--- src/rtl/pwm_fade_pkg.sv ---
// Shared types and default widths for the PWM duty-cycle fade controller.
package pwm_fade_pkg;

    localparam int DUTY_W_DEFAULT = 8;
    localparam int DIV_W_DEFAULT  = 16;

    typedef enum logic {
        IDLE = 1'b0,
        RAMP = 1'b1
    } fade_state_t;

    typedef enum logic {
        UP   = 1'b0,
        DOWN = 1'b1
    } step_dir_t;

endpackage

--- src/rtl/fade_tick_gen.sv ---
// Step-interval divider: tick is high whenever the counter equals tick_div,
// so a step lands every tick_div+1 running clocks.
module fade_tick_gen
    import pwm_fade_pkg::*;
#(
    parameter int DIV_W = DIV_W_DEFAULT
) (
    input  logic             clk,
    input  logic             rst,
    input  logic             clear,
    input  logic             run,
    input  logic [DIV_W-1:0] tick_div,
    output logic             tick
);

    logic [DIV_W-1:0] div_cnt;

    // Combinational compare so a live change of tick_div applies at once.
    assign tick = (div_cnt == tick_div);

    always_ff @(posedge clk) begin
        if (rst || clear) begin
            div_cnt <= '0;
        end else if (run) begin
            if (tick) begin
                div_cnt <= '0;
            end else begin
                div_cnt <= div_cnt + 1'b1;
            end
        end
    end

endmodule

--- src/rtl/pwm_fade_controller.sv ---
// Ramps duty_out toward a loaded target in step_size increments, one step
// every tick_div+1 enabled clocks, with one-cycle done on arrival.
module pwm_fade_controller
    import pwm_fade_pkg::*;
#(
    parameter int DUTY_W = DUTY_W_DEFAULT,
    parameter int DIV_W  = DIV_W_DEFAULT
) (
    input  logic              clk,
    input  logic              rst,
    input  logic              enable,
    input  logic              load,
    input  logic [DUTY_W-1:0] target_duty,
    input  logic [DUTY_W-1:0] step_size,
    input  logic [DIV_W-1:0]  tick_div,
    output logic [DUTY_W-1:0] duty_out,
    output logic              busy,
    output logic              done
);

    fade_state_t       state_q, state_d;
    logic [DUTY_W-1:0] duty_q, duty_d;
    logic [DUTY_W-1:0] target_q, target_d;
    logic              busy_q, busy_d;
    logic              done_q, done_d;
    step_dir_t         dir;
    logic              run;
    logic              tick;

    // Saturating step in DUTY_W+1 bits: never overshoots, wraps or underflows.
    function automatic logic [DUTY_W-1:0] step_toward(
        input logic [DUTY_W-1:0] cur,
        input logic [DUTY_W-1:0] tgt,
        input logic [DUTY_W-1:0] step,
        input step_dir_t         d
    );
        logic [DUTY_W:0] wide;
        logic [DUTY_W-1:0] res;
        res = tgt;
        if (d == UP) begin
            wide = {1'b0, cur} + {1'b0, step};
            if (wide < {1'b0, tgt}) begin
                res = wide[DUTY_W-1:0];
            end
        end else begin
            wide = {1'b0, tgt} + {1'b0, step};
            if ({1'b0, cur} > wide) begin
                res = cur - step;
            end
        end
        return res;
    endfunction

    assign run = enable && (state_q == RAMP);

    fade_tick_gen #(
        .DIV_W (DIV_W)
    ) u_tick_gen (
        .clk      (clk),
        .rst      (rst),
        .clear    (load),
        .run      (run),
        .tick_div (tick_div),
        .tick     (tick)
    );

    always_ff @(posedge clk) begin
        if (rst) begin
            state_q  <= IDLE;
            duty_q   <= '0;
            target_q <= '0;
            busy_q   <= 1'b0;
            done_q   <= 1'b0;
        end else begin
            state_q  <= state_d;
            duty_q   <= duty_d;
            target_q <= target_d;
            busy_q   <= busy_d;
            done_q   <= done_d;
        end
    end

    always_comb begin
        state_d  = state_q;
        duty_d   = duty_q;
        target_d = target_q;
        done_d   = 1'b0;
        dir      = (duty_q < target_q) ? UP : DOWN;

        // A load always takes priority over a coincident step compare.
        if (load) begin
            target_d = target_duty;
            if (target_duty == duty_q) begin
                state_d = IDLE;
                done_d  = 1'b1;
            end else if (step_size == '0) begin
                duty_d  = target_duty;
                state_d = IDLE;
                done_d  = 1'b1;
            end else begin
                state_d = RAMP;
            end
        end else if (run && tick) begin
            duty_d = step_toward(duty_q, target_q, step_size, dir);
            if (duty_d == target_q) begin
                state_d = IDLE;
                done_d  = 1'b1;
            end
        end

        busy_d = (state_d == RAMP);
    end

    assign duty_out = duty_q;
    assign busy     = busy_q;
    assign done     = done_q;

endmodule

--- config.mk ---
export PLATFORM = sky130hd
export DESIGN_NAME = pwm_fade_controller
export DESIGN_NICKNAME = d
export VERILOG_FILES = /design/src/rtl/pwm_fade_pkg.sv /design/src/rtl/fade_tick_gen.sv /design/src/rtl/pwm_fade_controller.sv
export SDC_FILE = /design/constraint.sdc
export NUM_CORES = 1
export LEC_CHECK = 0
export CAP_MARGIN = 20
export CELL_PAD_IN_SITES_DETAIL_PLACEMENT = 0
export CELL_PAD_IN_SITES_GLOBAL_PLACEMENT = 1
export CORE_MARGIN = 5
export CORE_UTILIZATION = 42
export DETAILED_ROUTE_END_ITERATION = 6
export GPL_ROUTABILITY_DRIVEN = 0
export PLACE_DENSITY = 0.78
export SLEW_MARGIN = 40
export SYNTH_ARGS = -nofsm -noshare
export SYNTH_HDL_FRONTEND = slang
export SYNTH_SLANG_ARGS = --single-unit
--- constraint.sdc ---
create_clock -name clk -period 5.3 [get_ports clk]
set_input_delay 0.795 -clock clk [delete_from_list [all_inputs] [get_ports clk]]
set_output_delay 0.795 -clock clk [all_outputs]
set_load 0.005 [all_outputs]
==> impl_metrics.env <==
export IMPL_rows=33
export IMPL_synth_net_count=522
export IMPL_start_util_pct=43.36
export IMPL_wl_per_cell_um=16.76
export IMPL_peakVddDrop_mv=0.1156
export IMPL_die_area_um2=10470
export IMPL_finalSetupViolations=0
export IMPL_p_clk_share_pct=27.8
export IMPL_slew_viol_final=0
export IMPL_slowest_delay_ns=0.57
export IMPL_num_io_pins=46
export IMPL_antennaDiodeCount=0
export IMPL_critPathRequiredTime_ns=5.47
export IMPL_arrival_ns=5.03
export IMPL_post_cts_buffers=0
export IMPL_antenna_found_initial=0
export IMPL_layout_drive_gt1_share_pct=5.187
export IMPL_critPathSlowestCell="clkdlybuf4s50_1"
export IMPL_seq_power_share_pct=40.9
export IMPL_antenna_left=0
export IMPL_synth_edf_count=0
export IMPL_p_sw_uw=211.9
export IMPL_port_buffers=45
export IMPL_fin_skew_ns=0.006912
export IMPL_grt_pass1_vias=3181
export IMPL_cts_hold_buf=0
export IMPL_layout_nets=567
export IMPL_cts_buffers=5
export IMPL_rr_worst_depth=16
export IMPL_drt_iter0_markers=148
export IMPL_crit_type="in -> reg"
export IMPL_ys_seq_elements=34
export IMPL_place_hpwl_um=8198
export IMPL_hold_viol=0
export IMPL_dp_cells=580
export IMPL_startpoint="step_size[2]"
export IMPL_route_detailed_drc=0
export IMPL_routed_wl_um=9840
export IMPL_synthMuxAreaShare_pct=2.096
export IMPL_relSlewSlack_pct=50.05
export IMPL_clock_latency_ns=0.29
export IMPL_r2r_start="duty_out[2]$_SDFFE_PP0P_"
export IMPL_dr_pass1_iters=4
export IMPL_grt_overflow_total=0
export IMPL_crit_path_end_kind="register"
export IMPL_postSynth_asyncResetShare_pct=0
export IMPL_cts_root_buf="clkbuf_8"
export IMPL_min_delay_start="u_tick_gen.div_cnt[1]$_SDFFE_PP0P_"
export IMPL_whs_path_depth=2
export IMPL_swShare_pct=32.32
export IMPL_timing_fmax_ghz=0.2060
export IMPL_min_period_ns=4.854
export IMPL_min_path_type="reg -> reg"
export IMPL_power_density_nw_per_um2=155.6
export IMPL_synth_ff_type="dfxtp_1"
export IMPL_maxCapViolations=0
export IMPL_cp_max_fo=9
export IMPL_grt_first_pass_wirelength_um=15840
export IMPL_synth_area_um2=3581
export IMPL_viasPerCell=5.508
export IMPL_via_count=3233
export IMPL_die_x_um=102.3
export IMPL_synthAdderAreaFrac_pct=17.75
export IMPL_area_growth_pct=17.65
export IMPL_p_int_uw=443.8
export IMPL_post_route_period_util_pct=91.58
export IMPL_crit_chain="clkdlybuf4s50_1 > inv_1 > ha_1 > nand2b_4 > a221oi_2 > mux2_4 > a2111o_1 > inv_1 > ha_1 > a211oi_1 > nand2_1 > a31oi_1 > o221ai_2 > nor2_1 > buf_4 > nor2_1 > a221oi_1 > a21oi_1"
export IMPL_synth_top_family_by_area="simple AND/OR/NAND/NOR gates"
export IMPL_yosys_warnings=0
export IMPL_stdcell_count=587
export IMPL_synth_compound_area_share_pct=18.73
export IMPL_htree_levels=2
export IMPL_fin_tns_setup_ns=0
export IMPL_clk_pin_slew_ns=0.07
export IMPL_synthSimpleGateAreaFrac_pct=20.61
export IMPL_die_height_um=102.3
export IMPL_clk_path_buf_depth=2
export IMPL_rsz0062_at_grt="false"
export IMPL_clock_sinks=34
export IMPL_core_area_um2=8258
export IMPL_grt_use_total_pct=19.22
export IMPL_grt_max_degree=22
export IMPL_worst_pin_slew_ns=0.7470
export IMPL_combPwrFrac_pct=31.2
export IMPL_leakagePower_nw=1.753
export IMPL_synth_cell_types=67
export IMPL_yosysSeqAreaShare_pct=19.01
export IMPL_cp_start_kind="input port"
export IMPL_status="complete, no violations"
export IMPL_cts_tree="done"
export IMPL_synthCells=437
export IMPL_synth_xor_area_share_pct=17.12
export IMPL_post_cts_resized=0
export IMPL_avgSynthCellArea_um2=8.194
[cells in the mapped netlist, types with 2 or more instances]
cell / number / area, µm²
ha_1: 46 / 575.6
nor2_1: 45 / 168.9
xnor2_1: 39 / 341.6
dfxtp_1: 34 / 680.7
nand2_1: 31 / 116.4
xor2_1: 31 / 271.5
inv_1: 29 / 108.9
a21oi_1: 21 / 105.1
nand3_1: 12 / 60.06
nand4_1: 12 / 75.07
o21ai_0: 12 / 60.06
a21o_1: 9 / 67.56
nor3_1: 7 / 35.03
mux2i_1: 6 / 60.06
nor2b_1: 6 / 37.54
a31oi_1: 5 / 31.28
and3_1: 5 / 31.28
buf_2: 5 / 25.02
nand3b_1: 5 / 37.54
nor4_1: 5 / 31.28
a221o_1: 4 / 40.04
nand2b_1: 4 / 25.02
o21bai_1: 4 / 30.03
a211oi_1: 3 / 22.52
clkbuf_1: 3 / 11.26
fa_1: 3 / 60.06
o21a_1: 3 / 22.52
a2111oi_0: 2 / 17.52
and2_1: 2 / 12.51
nor3b_1: 2 / 15.01
o21ai_1: 2 / 10.01
o22ai_1: 2 / 12.51
o32ai_2: 2 / 32.53
o41ai_1: 2 / 17.52
or3_1: 2 / 12.51
[state kept, by name (all words and copies together), names as in the netlist]
signal / cells
done: 1
busy: 1
duty_out: 8
u_tick_gen.div_cnt: 16
target_q: 8
[power by group through the flow]
stage	clock, mW	sequential, mW	combinational, mW
2_1_floorplan	0	0.271	0.134
3_3_place_gp	0	0.275	0.201
3_5_place_dp	0	0.274	0.203
4_1_cts	0.188	0.268	0.204
5_1_grt	0.200	0.269	0.227
6_report	0.182	0.268	0.205
[cell type report]
type                    instances  area [µm²]
clock inverters                 2       10.01
clock buffers                   5       68.82
fillers                       805        4045
repair buffers                 49       480.5
multi-input cells             363        2733
well taps                     105       131.4
inverters                      29       108.9
flip-flops and latches         34       680.7
[stage by stage]
stage               area [µm²]  hold WS [ns]  power, mW  util [%]  setup WS (ns)
global placement          4134        0.5145     0.4753     50.06         0.2228
detailed placement        4134        0.5235     0.4770     50.06         0.1925
global route              4213        0.5675     0.6962     51.02         0.1412
floorplan                 3581        0.4717     0.4047         -          1.104
CTS                       4213        0.5334     0.6604     51.02         0.4887
finish                    4213        0.5367     0.6557     51.02         0.4464
[layer usage]
| metal | vias up | part of all wire (%) | GRT usage [%] |
|---|---|---|---|
| li1 | 1649 | - | - |
| met1 | 1495 | 47 | 25.62 |
| met2 | 70 | 46 | 31.78 |
| met3 | 19 | 5.0 | 3.754 |
| met4 | 0 | 2.1 | 5.045 |
| met5 | - | 0 | 0 |
[worst paths after layout]
check	to	slack, ns
hold / removal	u_tick_gen.div_cnt[1]$_SDFFE_PP0P_	0.54
hold reg to reg	u_tick_gen.div_cnt[1]$_SDFFE_PP0P_	0.54
setup / recovery	duty_out[7]$_SDFFE_PP0P_	0.45
setup reg to reg	duty_out[7]$_SDFFE_PP0P_	1.08
[placed cells by master, fill, tap and decap left out, drive strengths merged, types with 12 or more instances in the layout]
| cell | netlist | layout |
|---|---|---|
| o21ai | 14 | 14 |
| a21oi | 21 | 21 |
| clkdlybuf4s50 | 0 | 45 |
| nand2 | 32 | 32 |
| nand3 | 12 | 12 |
| xnor2 | 39 | 39 |
| xor2 | 31 | 31 |
| ha | 46 | 46 |
| inv | 29 | 29 |
| nor2 | 45 | 45 |
| nand4 | 12 | 12 |
| dfxtp | 34 | 34 |
[cell families after synthesis]
| logic type | after synthesis |
|---|---|
| multiplexers | 7 |
| AND/OR/NAND/NOR | 147 |
| flip-flops | 34 |
| adder cells (fa/ha/maj) | 49 |
| AO/OA/AOI/OAI | 90 |
| XOR/XNOR | 70 |
| buffers and inverters | 40 |
[worst max-delay path, delay by kind of cell]
| family | cells | cell delay [ns] |
|---|---|---|
| simple gates | 4 | 0.49 |
| buf+inv | 4 | 0.93 |
| mux | 1 | 0.33 |
| fa+ha+maj | 2 | 0.65 |
| compound gates | 7 | 1.82 |
Power figures use the tool's default switching activity.
